[src/rtl/llq_pkg.sv]
// Shared types and small helpers for the dpsram read-stream front end.
package llq_pkg;
    localparam int DEF_W = 32;
    localparam int DEF_N = 128;

    typedef logic [$clog2(DEF_N)-1:0] addr_t;
    typedef logic [DEF_W-1:0]         data_t;

    // Pointer width for a circular buffer; a single-entry buffer still needs one bit.
    function automatic int ptr_w(input int depth);
        return (depth > 1) ? $clog2(depth) : 1;
    endfunction
endpackage

[src/rtl/rd_stream_fifo.sv]
// Circular response buffer with a registered head output; depth need not be a power of two.
module rd_stream_fifo
    import llq_pkg::*;
#(
    parameter int W     = DEF_W,
    parameter int DEPTH = 3
) (
    input  logic                         clk,
    input  logic                         rst_n,
    input  logic                         push,
    input  logic [W-1:0]                 din,
    input  logic                         pop,
    output logic [W-1:0]                 dout,
    output logic                         full,
    output logic                         empty,
    output logic [$clog2(DEPTH+1)-1:0]   occ
);
    localparam int PW = ptr_w(DEPTH);
    localparam int OW = $clog2(DEPTH + 1);
    localparam logic [PW-1:0] LAST = PW'(DEPTH - 1);

    logic [W-1:0]  mem_reg [DEPTH];
    logic [PW-1:0] wr_ptr_reg, rd_ptr_reg, rd_ptr_next;
    logic [OW-1:0] occ_reg, occ_next;
    logic [W-1:0]  dout_reg, dout_next;

    function automatic logic [PW-1:0] ptr_inc(input logic [PW-1:0] p);
        return (p == LAST) ? '0 : p + PW'(1);
    endfunction

    assign full  = (occ_reg == OW'(DEPTH));
    assign empty = (occ_reg == '0);
    assign occ   = occ_reg;
    assign dout  = dout_reg;

    always_comb begin
        occ_next    = occ_reg;
        rd_ptr_next = pop ? ptr_inc(rd_ptr_reg) : rd_ptr_reg;
        if (push && !pop) begin
            occ_next = occ_reg + OW'(1);
        end else if (pop && !push) begin
            occ_next = occ_reg - OW'(1);
        end
        // Preload the next head; bypass the array when the entry being pushed becomes the head.
        dout_next = dout_reg;
        if (occ_next != '0) begin
            if (push && (wr_ptr_reg == rd_ptr_next)) begin
                dout_next = din;
            end else begin
                dout_next = mem_reg[rd_ptr_next];
            end
        end
    end

    always_ff @(posedge clk) begin
        if (push) begin
            mem_reg[wr_ptr_reg] <= din;
        end
    end

    always_ff @(posedge clk) begin
        if (!rst_n) begin
            wr_ptr_reg <= '0;
            rd_ptr_reg <= '0;
            occ_reg    <= '0;
            dout_reg   <= '0;
        end else begin
            wr_ptr_reg <= push ? ptr_inc(wr_ptr_reg) : wr_ptr_reg;
            rd_ptr_reg <= rd_ptr_next;
            occ_reg    <= occ_next;
            dout_reg   <= dout_next;
            assert (!(push && full));
            assert (!(pop && empty));
        end
    end
endmodule

[src/rtl/dpsram_rd_stream.sv]
// Read-side front end for one dpsram port: credit-gated issue, 1-cycle capture, ordered response stream.
module dpsram_rd_stream
    import llq_pkg::*;
#(
    parameter int W     = DEF_W,
    parameter int N     = DEF_N,
    parameter int DEPTH = 3
) (
    input  logic                  clk,
    input  logic                  rst_n,
    input  logic                  req_vld,
    input  logic [$clog2(N)-1:0]  req_addr,
    output logic                  req_rdy,
    output logic                  sram_csn,
    output logic                  sram_wen,
    output logic                  sram_oen,
    output logic [$clog2(N)-1:0]  sram_a,
    output logic [W-1:0]          sram_di,
    input  logic [W-1:0]          sram_dout,
    output logic                  rsp_vld,
    output logic [W-1:0]          rsp_data,
    input  logic                  rsp_rdy
);
    localparam int AW = $clog2(N);
    localparam int OW = $clog2(DEPTH + 1);

    logic           inflight_reg;
    logic [AW-1:0]  a_hold_reg;
    logic           issue;
    logic           fifo_full, fifo_empty;
    logic [OW-1:0]  occ;
    logic           hold_chk_reg;
    logic [W-1:0]   data_chk_reg;

    // Credit uses registered terms only, so rsp_rdy never reaches req_rdy combinationally.
    assign req_rdy = rst_n && ((int'(occ) + int'(inflight_reg)) < DEPTH);
    assign issue   = req_vld && req_rdy;

    assign sram_csn = ~issue;
    assign sram_oen = ~issue;
    assign sram_wen = 1'b1;
    assign sram_di  = '0;
    assign sram_a   = issue ? req_addr : a_hold_reg;

    assign rsp_vld = ~fifo_empty;

    always_ff @(posedge clk) begin
        if (!rst_n) begin
            inflight_reg <= 1'b0;
            a_hold_reg   <= '0;
        end else begin
            inflight_reg <= issue;
            if (issue) begin
                a_hold_reg <= req_addr;
            end
        end
    end

    rd_stream_fifo #(
        .W     (W),
        .DEPTH (DEPTH)
    ) u_fifo (
        .clk   (clk),
        .rst_n (rst_n),
        .push  (inflight_reg),
        .din   (sram_dout),
        .pop   (rsp_vld && rsp_rdy),
        .dout  (rsp_data),
        .full  (fifo_full),
        .empty (fifo_empty),
        .occ   (occ)
    );

    // Checker state: remembers a stalled response so its data can be compared next cycle.
    always_ff @(posedge clk) begin
        if (!rst_n) begin
            hold_chk_reg <= 1'b0;
            data_chk_reg <= '0;
        end else begin
            hold_chk_reg <= rsp_vld && !rsp_rdy;
            data_chk_reg <= rsp_data;
            if (hold_chk_reg) begin
                assert (rsp_data == data_chk_reg);
            end
            assert (sram_wen);
            assert ((int'(occ) + int'(inflight_reg)) <= DEPTH);
            assert (!(inflight_reg && fifo_full));
        end
    end
endmodule
[config.mk]
export PLATFORM = sky130hd
export DESIGN_NAME = dpsram_rd_stream
export DESIGN_NICKNAME = d
export VERILOG_FILES = /design/src/rtl/llq_pkg.sv /design/src/rtl/rd_stream_fifo.sv /design/src/rtl/dpsram_rd_stream.sv
export SDC_FILE = /design/constraint.sdc
export NUM_CORES = 1
export LEC_CHECK = 0
export CORE_ASPECT_RATIO = 1.2
export CORE_UTILIZATION = 23
export DETAILED_ROUTE_END_ITERATION = 10
export GPL_ROUTABILITY_DRIVEN = 0
export GPL_TIMING_DRIVEN = 0
export HOLD_SLACK_MARGIN = 0.06
export PLACE_DENSITY = 0.45
export SYNTH_ARGS = -nofsm -noshare
export SYNTH_HDL_FRONTEND = slang
export SYNTH_HIERARCHICAL = 1
export SYNTH_SLANG_ARGS = --single-unit
[constraint.sdc]
create_clock -name clk -period 4 [get_ports clk]
set_input_delay 0.4 -clock clk [delete_from_list [all_inputs] [get_ports clk]]
set_output_delay 0.4 -clock clk [all_outputs]
set_load 0.05 [all_outputs]
# Word-level counts from Yosys, hierarchy flattened
# Memory sizes are Yosys's and may differ from the RTL's. A register that Yosys moved wholly into a read port is not among the register bits.
# Index checks and enable logic that the tools add are counted.
# classes
addsub	5
order_cmp	1
n_eq_ne	2
n_mux	8
bitwise	2
reduce_logical	10
# op_table
op	count
two-way mux 2 bit	5
two-way mux 7 bit	1
adder 2 x 1 -> 2 bit, second input constant	3
logical AND 1 bit	5
equality test 2 bit, second input constant	2
adder 2 x 1 -> 3 bit	1
logical NOT 1 bit	3
< comparator 3 x 2 -> 1 bit, second input constant	1
logical NOT 2 bit	1
two-way mux 1 bit	2
NOT 1 bit	2
nonzero test 2 bit	1
subtractor 2 x 1 -> 2 bit, second input constant	1
# word_totals
ff_bits	14
mem_bits_rw	96
input_bits	43
output_inout_bits	76
word_cells	34
memories	1
# mem_list
memory	depth	width	rd	rd_clocked_by_memory_dff	write_ports	line	text
u_fifo.mem_reg	3	32	1	1	1	rd_stream_fifo.sv:22	logic [W-1:0] mem_reg [DEPTH];

# Longest topological paths before layout
# logic_depth
depth_word	7
mapped_depth	11
depth_no_buf	8

# Cells and area by module
# The synthesis kept the hierarchy.
# by_module_without_submodules
mod	n_inst	cells_each	area_each_um2	seq_area_each_um2
rd_stream_fifo	1	506	6129.6	3643.5
dpsram_rd_stream	1	84	704.4	160.2

# Worst setup path before layout
# No wires, ideal clock.
# synth_path
path_type	flip-flop to flip-flop
start	register inflight_reg
end	memory u_fifo/mem_reg[0][0] (netlist bit) (enable)
setup_time_ns	0.470
arrival_time_ns	3.135
t_required_ns	3.530
path_slack_ns	0.395
stages_incl_launch_ff	3
path_buffers	1
period_less_slack_ns	3.605
cell_sequence	dfxtp_1 -> clkbuf_1 -> nor3b_1
# synth_via
elab_chain_cells	2
# synth_rtl
element	line	text
start: declaration	dpsram_rd_stream.sv:27	logic inflight_reg;
start signal: assignment	dpsram_rd_stream.sv:52	inflight_reg <= issue;
two-way mux 1 bit	rd_stream_fifo.sv:56	if (push) begin
two-way mux 1 bit (implied by the code)	rd_stream_fifo.sv:57	mem_reg[wr_ptr_reg] <= din;
end: declaration	rd_stream_fifo.sv:22	
# Every way passes these cells.

# Worst setup path after layout
# layout_path
start	register u_fifo.occ_reg[0] (netlist: u_fifo/occ[0])
end	output port sram_a[2]
# layout_via
elab_chain_cells	5
# layout_rtl
element	line	text
start: declaration	rd_stream_fifo.sv:24	logic [OW-1:0] occ_reg, occ_next;
start signal: assignment	rd_stream_fifo.sv:70	occ_reg <= occ_next;
adder 2 x 1 -> 3 bit	dpsram_rd_stream.sv:36	assign req_rdy = rst_n && ((int'(occ) + int'(inflight_reg)) < DEPTH);
< comparator 3 x 2 -> 1 bit	dpsram_rd_stream.sv:36	
logical AND 1 bit	dpsram_rd_stream.sv:36	
logical AND 1 bit	dpsram_rd_stream.sv:37	assign issue = req_vld && req_rdy;
two-way mux 7 bit	n/a	
end: declaration	dpsram_rd_stream.sv:17	output logic [$clog2(N)-1:0] sram_a,
# Every way passes these cells.

==> results.ini <==
[global_routing]
grt_pass1_wl_um=28200
antenna_found_initial=0
grt_pass1_vias=4814
grt-ovfl-total=0
grt_usage_pct=12.5
grt_max_degree=26

[pwr]
switchingPower_w=0.00237
p_seq_share_pct=29.9
finalPower_w=0.00628
comb_power_share_pct=41.1
clockPowerShare_pct=29.0
swShare_pct=37.8
ir_worst_vdd_v=0.000315
p_int_w=0.00391
leakage_nw=3.20
powerDensity_nw_per_um2=695

[routing]
drt_iter0_markers=292
wl_per_cell_um=16.8
wl_um=18900
drc_errors=0
firstDrtPassIters=5
num_vias=4891
viasPerCell=4.34
postRouteAntennaNets=0

[floorplan]
dieArea_um2=30400
fp.coreArea_um2=28900
row_count=68
io_pins=119
die_h_um=191
initial_core_util_pct=23.6
die_x_um=159

[timing]
max_freq_mhz=308
fin_crit_ns=3.25
worst_pin_slew_ns=1.03
relSlewSlack_pct=30.9
min_period_over_period_pct=81.2
setup_viol=0
rsz0062_at_grt=false
slew_violations=0
timing.final.ws_setup_ns=0.751
tns_ns=0
clock_skew_ns=0.0112
hold_viol=0

[worst_setup_path]
cp_max_fo=10
cpPeakStageDelay_ns=0.79
cpMostUsedCell=ha_1
reg2reg_depth=11
cp-end-kind=primary output
path_cells=ha_1 > ha_1 > a21oi_4 > nand3_4 > mux2_2 > clkdlybuf4s50_1
start_kind=flip-flop
required_ns=3.60
cp.arrival_ns=2.85
r2r_end=u_fifo/dout[17]$_SDFFE_PN0P_
r2r-start=u_fifo/occ[0]$_SDFF_PN0_
reg2reg_slack_ns=1.37
cpLargestDelayFamily=buffers and inverters
critPathKind=reg -> out
crit_slowest_cell=clkdlybuf4s50_1
path_buf_inv=1

[synthesis]
syn_inst=589
syn_area_um2=6820
avgSynthCellArea_um2=11.6
ys_warn_count=6

[cells_and_area]
instances_no_fill=1126
num_antenna_cells=0
nets=774
largest_reg_flops=96
drive_gt1_share_pct=14.0
synthToLayoutAreaGrowth_pct=32.5

[place]
dpl.hpwl_um=12600
dp_slack_ns=1.13
place_inst=1094
portBuffers=84

[clock_network]
post_cts_buffers=0
hold_buffers=0
cts_tree=done
cts_buffer_depth=2
path_clk_slew_ns=0.06
cts-root-buf=clkbuf_16
numCtsBuffers=17
htree_levels=4
cts_sinks=142
cts_resized=0
clk-insertion-delay-late_ns=0.42

[hold_path]
hold_start=req_vld
hp-class=in -> reg
hold_end=a_hold_reg[2]$_SDFF_PN0_
min_path_cells=3

[flow_run]
cap_violations=0

[status]
status=finished, final reports clean

cells in the final DEF (no fill, tap or decap), types with 2 or more instances in the layout:
| cell type | n |
|---|---|
| a21o_1 | 2 |
| a21oi_1 | 7 |
| a22oi_1 | 32 |
| a31oi_1 | 33 |
| buf_2 | 16 |
| buf_4 | 36 |
| buf_6 | 5 |
| bufinv_16 | 7 |
| clkbuf_1 | 25 |
| clkbuf_16 | 17 |
| clkdlybuf4s50_1 | 84 |
| clkinv_2 | 3 |
| clkinv_4 | 2 |
| conb_1 | 33 |
| dfxtp_1 | 46 |
| edfxtp_1 | 96 |
| ha_1 | 3 |
| inv_1 | 6 |
| mux2_2 | 7 |
| mux2i_1 | 98 |
| nand2_1 | 67 |
| nand2b_1 | 2 |
| nand3_1 | 39 |
| nor2_1 | 2 |
| nor2b_1 | 5 |
| nor3b_1 | 2 |
| o21a_1 | 3 |
| o21ai_0 | 39 |
| xnor2_1 | 4 |
metal layers:
| metal | track usage [%] | vias up | wire length (um) | part of all wire [%] |
|---|---|---|---|---|
| met5 | 0 | - | 0 | 0 |
| met4 | 3.74 | 0 | 184 | 0.97 |
| met3 | 2.46 | 13 | 818 | 4.3 |
| met2 | 21.3 | 149 | 9230 | 49 |
| met1 | 15.8 | 2321 | 8650 | 46 |
| li1 | - | 2408 | - | - |
cell type report:
type,count,area [um^2]
Sequential cell,142,3800
Buffer,77,467
Inverter,6,22.5
Timing Repair Buffer,89,926
Clock inverter,12,243
Clock buffer,20,437
Tap cell,385,482
Fill cell,2985,19900
Multi-Input combinational cell,395,2660
worst max-delay path by stage:
stage                                  start                               to  slack (ns)  cells past startpoint
floorplan            inflight_reg$_SDFF_PN0_   u_fifo/mem_reg[0][0]$_DFFE_PP_        0.39                      2
global placement     inflight_reg$_SDFF_PN0_  u_fifo/mem_reg[0][21]$_DFFE_PP_       -2.13                      2
detailed placement  u_fifo/occ[0]$_SDFF_PN0_                        sram_a[2]        1.13                      6
CTS                 u_fifo/occ[0]$_SDFF_PN0_                        sram_a[2]        0.68                      6
global route        u_fifo/occ[0]$_SDFF_PN0_                        sram_a[2]        0.60                      6
finish              u_fifo/occ[0]$_SDFF_PN0_                        sram_a[2]        0.75                      6
stage by stage:
| step | hold slack [ns] | cell area, um^2 | util [%] |
|---|---|---|---|
| 2_1_floorplan | 0.450 | 6940 | - |
| 3_3_place_gp | 0.467 | 8260 | 28.6 |
| 3_5_place_dp | 0.466 | 8360 | 28.9 |
| 4_1_cts | 0.324 | 9040 | 31.2 |
| 5_1_grt | 0.342 | 9040 | 31.2 |
| 6_report | 0.338 | 9040 | 31.2 |
worst reg2reg max path: cells and delay by family (launching register included):
kind,cells,cell delay [ns]
adder cells (fa/ha/maj),1,0.23
AO/OA/AOI/OAI,4,0.71
buffers and inverters,4,1.01
AND/OR/NAND/NOR,2,0.18
flip-flops,1,0.43
power groups by stage:
stage	Clock (W)	Combinational, W	Sequential, W
final	0.00183	0.00258	0.00188
after detailed placement	0	0.00260	0.00191
after global routing	0.00192	0.00277	0.00190
after floorplan	0	0.00137	0.00230
after CTS	0.00186	0.00261	0.00188
after global placement	0	0.00257	0.00192
(Power assumes the default switching activity.)
